==> config.mk <==
export PLATFORM = sky130hd
export DESIGN_NAME = stoch_to_bin_flat
export DESIGN_NICKNAME = d
export VERILOG_FILES = /design/src/rtl/stoch_to_bin_if.sv /design/src/rtl/stoch_to_bin.sv /design/src/flat_wrapper.sv
export SDC_FILE = /design/constraint.sdc
export NUM_CORES = 1
export LEC_CHECK = 0
export ABC_AREA = 1
export CAP_MARGIN = 20
export CORE_UTILIZATION = 59
export CTS_CLUSTER_SIZE = 28
export DETAILED_ROUTE_END_ITERATION = 8
export GPL_TIMING_DRIVEN = 1
export PLACE_DENSITY = 0.83
export SLEW_MARGIN = 10
export SYNTH_ARGS = -nofsm -noshare
export SYNTH_HDL_FRONTEND = slang
export SYNTH_SLANG_ARGS = --single-unit
==> constraint.sdc <==
create_clock -name CLK -period 3.1 [get_ports CLK]
set_clock_uncertainty 0.05 [all_clocks]
set_input_delay 0.775 -clock CLK [delete_from_list [all_inputs] [get_ports CLK]]
set_output_delay 0.775 -clock CLK [all_outputs]
set_load 0.03 [all_outputs]
==> src/rtl/stoch_to_bin_if.sv <==
// Handshake/data bundle for the stochastic-to-binary converter.
// The master side produces the bitstream and acknowledges results; the slave side is the converter.
interface stoch_to_bin_if #(
  parameter int unsigned N = 8
);
  logic         EN;
  logic         CLEAR;
  logic         IN;
  logic         ACK;
  logic [N-1:0] OUT;
  logic         VALID;
  logic         OVR;

  modport master (
    output EN, CLEAR, IN, ACK,
    input  OUT, VALID, OVR
  );

  modport slave (
    input  EN, CLEAR, IN, ACK,
    output OUT, VALID, OVR
  );
endinterface

==> src/rtl/stoch_to_bin.sv <==
// Counts ones of a unipolar stochastic bitstream over windows of 2^N enabled cycles
// and presents the saturated count with a VALID/ACK handshake and a sticky overrun flag.
module stoch_to_bin #(
  parameter int unsigned N = 8
) (
  input logic           CLK,
  input logic           RESET,
  stoch_to_bin_if.slave bus
);

  logic [N:0]   ones_cnt;
  logic [N-1:0] pos_cnt;
  logic [N:0]   ones_next;
  logic         win_done;

  always_comb begin
    ones_next = ones_cnt + (N+1)'(bus.IN);
    win_done  = bus.EN && !bus.CLEAR && (pos_cnt == '1);
  end

  always_ff @(posedge CLK or posedge RESET) begin
    if (RESET) begin
      ones_cnt  <= '0;
      pos_cnt   <= '0;
      bus.OUT   <= '0;
      bus.VALID <= 1'b0;
      bus.OVR   <= 1'b0;
    end else begin
      if (bus.CLEAR || win_done) begin
        ones_cnt <= '0;
        pos_cnt  <= '0;
      end else if (bus.EN) begin
        ones_cnt <= ones_next;
        pos_cnt  <= pos_cnt + N'(1);
      end

      // A completing window wins over ACK; a full-ones window saturates to all ones.
      if (win_done) begin
        bus.OUT   <= ones_next[N] ? '1 : ones_next[N-1:0];
        bus.VALID <= 1'b1;
        if (bus.VALID && !bus.ACK)
          bus.OVR <= 1'b1;
      end else if (bus.ACK && bus.VALID) begin
        bus.VALID <= 1'b0;
      end
    end
  end

endmodule

==> src/flat_wrapper.sv <==
// flat-port wrapper written by rule: the top's interface ports become plain ports
module stoch_to_bin_flat 
#(
  parameter int unsigned N = 8
)
  (CLK, RESET, bus_EN, bus_CLEAR, bus_IN, bus_ACK, bus_OUT, bus_VALID, bus_OVR);
  stoch_to_bin_if #(.N(N)) bus_i ();
  input logic CLK;
  input logic RESET;
  input wire logic [$bits(bus_i.EN)-1:0] bus_EN;
  input wire logic [$bits(bus_i.CLEAR)-1:0] bus_CLEAR;
  input wire logic [$bits(bus_i.IN)-1:0] bus_IN;
  input wire logic [$bits(bus_i.ACK)-1:0] bus_ACK;
  output wire logic [$bits(bus_i.OUT)-1:0] bus_OUT;
  output wire logic [$bits(bus_i.VALID)-1:0] bus_VALID;
  output wire logic [$bits(bus_i.OVR)-1:0] bus_OVR;
  assign bus_i.EN = bus_EN;
  assign bus_i.CLEAR = bus_CLEAR;
  assign bus_i.IN = bus_IN;
  assign bus_i.ACK = bus_ACK;
  assign bus_OUT = bus_i.OUT;
  assign bus_VALID = bus_i.VALID;
  assign bus_OVR = bus_i.OVR;
  stoch_to_bin #(.N(N)) u_core (.CLK(CLK), .RESET(RESET), .bus(bus_i));
endmodule
# [Yosys cells after proc, flatten, opt, wreduce, memory -nomap -nowiden]
# Index checks and enable logic that the tools add are counted.
[totals] inputBits=6 regBits=27 elab_cells=25 out_inout_bits=10
[classes] mux=7 eq_ne=1 n_addsub=2 reduce_logical=10
[op_table] op="two-way mux 8 bit" count=3
[op_table] op="two-way mux 9 bit" count=2
[op_table] op="adder 9 x 1 -> 9 bit" count=1
[op_table] op="adder 8 x 1 -> 8 bit, second input constant" count=1
[op_table] op="equality test 8 bit, second input constant" count=1
[op_table] op="logical AND 1 bit" count=4
[op_table] op="nonzero test 2 bit" count=2
[op_table] op="zero test 1 bit" count=2
[op_table] op="two-way mux 1 bit" count=2
[op_table] op="AND reduction 2 bit" count=1
[op_table] op="logical OR 1 bit" count=1

# [Depth between registers and ports, before layout]
[logic_depth] depth_word=5 depth_mapped=10 ltp_nobuf=10

# [Worst setup path before layout]
# Ideal clock, no wire load.
[synth_path] path_type="input to register" start="input port bus_IN" end="register u_core.bus.OUT[0]" slack_ps=1236 required_ps=2933 n_path_buf=0 path_stages=9 t_arrival_ps=1698 setup_ps=117 path_cell_list="ha_1 > ha_1 > nand2_1 > nor2_2 > nand3_1 > nand2_2 > nand2_1 > nand2_1 > nand2_1"
[synth_between] elab_chain_cells=2
[synth_lines] item="start: declaration" line="flat_wrapper.sv:12" rtl="input wire logic [$bits(bus_i.IN)-1:0] bus_IN;"
[synth_lines] item="adder 9 x 1 -> 9 bit" line="stoch_to_bin.sv:17" rtl="ones_next = ones_cnt + (N+1)'(bus.IN);"
[synth_lines] item="two-way mux 8 bit" line="stoch_to_bin.sv:39" rtl="bus.OUT <= ones_next[N] ? '1 : ones_next[N-1:0];"
[synth_lines] item="end signal: assignment" line="stoch_to_bin.sv:39"
[synth_lines] item="end: declaration" line="stoch_to_bin_if.sv:21" rtl="output OUT, VALID, OVR"
# Every way passes these cells.
# A chain may end at the register's enable or synchronous reset.

# [Worst setup path after layout]
[layout_path] start="input port bus_EN" end="register u_core.pos_cnt[5]"
[layout_between] elab_chain_cells=4 elab_cells_between_ends=5 cone_classes="1 x mux; 4 x reduce/logical"
[layout_lines] item="start: declaration" line="flat_wrapper.sv:10" rtl="input wire logic [$bits(bus_i.EN)-1:0] bus_EN;"
[layout_lines] item="logical AND 1 bit (2 in a row)" line="stoch_to_bin.sv:18" rtl="win_done = bus.EN && !bus.CLEAR && (pos_cnt == '1);"
[layout_lines] item="logical OR 1 bit" line="stoch_to_bin.sv:29" rtl="if (bus.CLEAR || win_done) begin"
[layout_lines] item="two-way mux 8 bit or nonzero test 2 bit (tied branches)"
[layout_lines] item="end signal: assignment" line="stoch_to_bin.sv:34" rtl="pos_cnt <= pos_cnt + N'(1);"
[layout_lines] item="end: declaration" line="stoch_to_bin.sv:12" rtl="logic [N-1:0] pos_cnt;"
# Parallel ways exist; a longest one is shown, timed or not.

==> run_results.csv <==
group,metric,value,unit
outcome,run_status,"completed",
route,drtAntennaViolNets,0,
worst_setup_path,cp.arrival,2.41,ns
floorplanning,fp.coreArea,2230,sq um
cts,htree_levels,1,
yosys,syn_area,1420,sq um
floorplanning,die_w,51.0,microns
yosys,yosys_warnings,0,
timing,period_needed,2.23,ns
timing,fmax,448,MHz
worst_setup_path,crit_fanout,13,
cts,cts_resized,0,
timing,maxSlewHeadroom,47.7,%
route,vias,1209,
floorplanning,row_count,17,
route,drt_iter0_drc,36,
timing,slew_violations,0,
power_and_ir_drop,power.leakage,0.845,nW
yosys,avgSynthCellArea,7.53,sq um
cts,post_cts_buffers,0,
global_routing,grt_pass1_wl,4970,microns
yosys,synth_seq_cells,27,
cts,cts_tree,"yes",
cts,cts_made_buffers,3,
power_and_ir_drop,powerDensity,367,nW/um^2
worst_setup_path,crit_path_start_kind,"input pin",
global_routing,grt_overflow_total,0,
global_routing,grt_max_degree,18,
yosys,yosysUniqueCellTypes,23,
placed_design,finalWeightedCongestion,0.898,
floorplanning,die_y,51.0,microns
final_layout,fin_util,72.4,%
cts,clk_latency,0.32,ns
floorplanning,initial_core_util,63.4,%
final_layout,antenna_cells,0,
placed_design,port_buffers,15,
route,routed_via_density,5.17,
worst_hold_path,hold_path_class,"reg -> reg",
timing,worst_pin_slew,0.782,ns
route,wl_per_cell,12.4,microns
route,wirelength,2900,microns
cts,cts_root_buffer,"clkbuf_4",
route,detail_route.first_pass.iterations,4,
final_layout,drive_above_1_share,6.80,%
power_and_ir_drop,ir_worst_vdd,279,uV
worst_setup_path,critical_path_required,3.28,ns
yosys,yosysTopAreaCellShare,47.7,%
floorplanning,ios,16,
cts,hold_buffers,0,
cts,cts_buffer_depth,2,
worst_setup_path,cp-end-kind,"flop",
global_routing,grt_usage,25.7,%
timing,hold_viol,0,
yosys,yosys.area.top_type,"dfrtp_1",
timing,rsz0062_at_grt,"false",
worst_setup_path,worstSetupPathType,"in -> reg",
timing,tns,0,ns
yosys,ys_top_cells_by_area,"dfrtp_1, nand2_1, inv_1, nor2_1, ha_1",
cts,cts.clk_slew.worst_paths,0.14,ns
timing,setup_viol,0,
yosys,ys_seq_area_share,47.7,%
final_layout,nets,216,
timing,fin_crit_sh,72.0,%
global_routing,grt_pass1_vias,1181,
final_layout,areaGrowthSynthToFinish,14.3,%
cts,cts_num_sinks,27,
yosys,synth_cells,188,
floorplanning,dieArea,2600,sq um
global_routing,grt_antenna_before_repair,0,
placed_design,place_hpwl,2230,microns
flow_run,cap_viol_max_count,0,
yosys,synth_nets,197,
route,drc,0,
==> final timing paths <==
kind / cells after the start / slack, ns / from / endpoint
worst max register to register: 8 / 1.42 / u_core.pos_cnt[0] / u_core.ones_cnt[3]
worst min-delay path: 2 / 0.45 / u_core.bus.OUT[6] / u_core.bus.OUT[6]
worst max-delay path: 7 / 0.87 / bus_EN / u_core.pos_cnt[5]
min in group asynchronous: 2 / 0.68 / RESET / u_core.bus.OVR
worst min register to register: 2 / 0.45 / u_core.bus.OUT[6] / u_core.bus.OUT[6]
max in group asynchronous: 3 / 1.74 / RESET / u_core.ones_cnt[2]
==> placed cells by master, fill, tap and decap left out <==
master and n:
o21ai_0 7, clkbuf_4 3, clkbuf_1 1, o21ai_1 1, nand3_1 6, nor3_2 1, nand2_1 76, nand2_2 2
ha_1 3, buf_4 1, o21bai_1 2, nand2_4 1, inv_1 22, clkdlybuf4s50_1 15, xnor2_1 3, xor2_1 2
clkinv_2 1, nor2_1 22, dfrtp_1 27, a21oi_1 1, a21boi_1 1, nand3_2 2, inv_2 1, nor2_2 2
nand4_1 3
==> critical path, cell delays in order <==
cell and delay, ns:
clkdlybuf4s50_1 0.48, nor2_1 0.64, nor2_1 0.19, nand4_1 0.15, nand2_1 0.06, nand2_1 0.06
nor2_1 0.04
==> cell type report <==
cell class                 count  area, sq um
sequential                    27          676
timing repair buffer          16          158
fill                         173          616
inverter                      24         91.3
multi-input combinational    135          632
tap                           28         35.0
clock buffer                   4         26.3
==> cells by family after synthesis <==
kind of cell	after synthesis	share of synthesized area, %
xor+xnor	5	3.10
buf+inv	26	7.60
flops	27	47.7
compound gates	12	4.77
fa+ha+maj	3	2.65
simple gates	115	34.1
==> flip-flops by register name, summed over array words and instances (netlist names) <==
name,cells
u_core.bus.OUT,8
u_core.bus.OVR,1
u_core.bus.VALID,1
u_core.ones_cnt,9
u_core.pos_cnt,8
==> cell usage after synthesis <==
cell and count:
o21bai_1 2, a21boi_1 1, xor2_1 2, inv_1 22, o21ai_0 7, ha_1 3
nor3_2 1, nand2_2 2, o21ai_1 1, inv_2 1, nand4_1 3, dfrtp_1 27
buf_2 1, a21oi_1 1, clkinv_2 1, buf_6 1, nor2_1 22, xnor2_1 3
nand2_4 1, nor2_2 2, nand2_1 76, nand3_1 6, nand3_2 2
==> power by group <==
group          total [W]  internal, W  leakage [nW]  switching [W]
clock           0.000153    0.0000504        0.0150       0.000103
combinational  0.0000640    0.0000231         0.461      0.0000409
sequential      0.000377     0.000365         0.369      0.0000121
==> per-stage QoR <==
stage / worst slack, ns / total power (W) / std cells / hold slack (ns) / instance area, sq um
CTS: 0.865 / 0.000597 / 234 / 0.458 / 1620
floorplan: 1.24 / 0.000424 / 188 / 0.407 / 1420
global placement: 0.601 / 0.000444 / 230 / 0.410 / 1590
detailed placement: 0.527 / 0.000448 / 230 / 0.414 / 1590
finish: 0.867 / 0.000594 / 234 / 0.452 / 1620
global route: 0.732 / 0.000619 / 234 / 0.488 / 1620
==> routing by layer <==
metal | vias up | GRT usage [%] | wire [microns]
li1 | 608 | - | -
met1 | 566 | 34.4 | 1360
met2 | 29 | 41.0 | 1360
met3 | 6 | 4.17 | 140
met4 | 0 | 11.1 | 47
met5 | - | 0 | 0
Note: power is estimated with default switching activity, not from simulation.
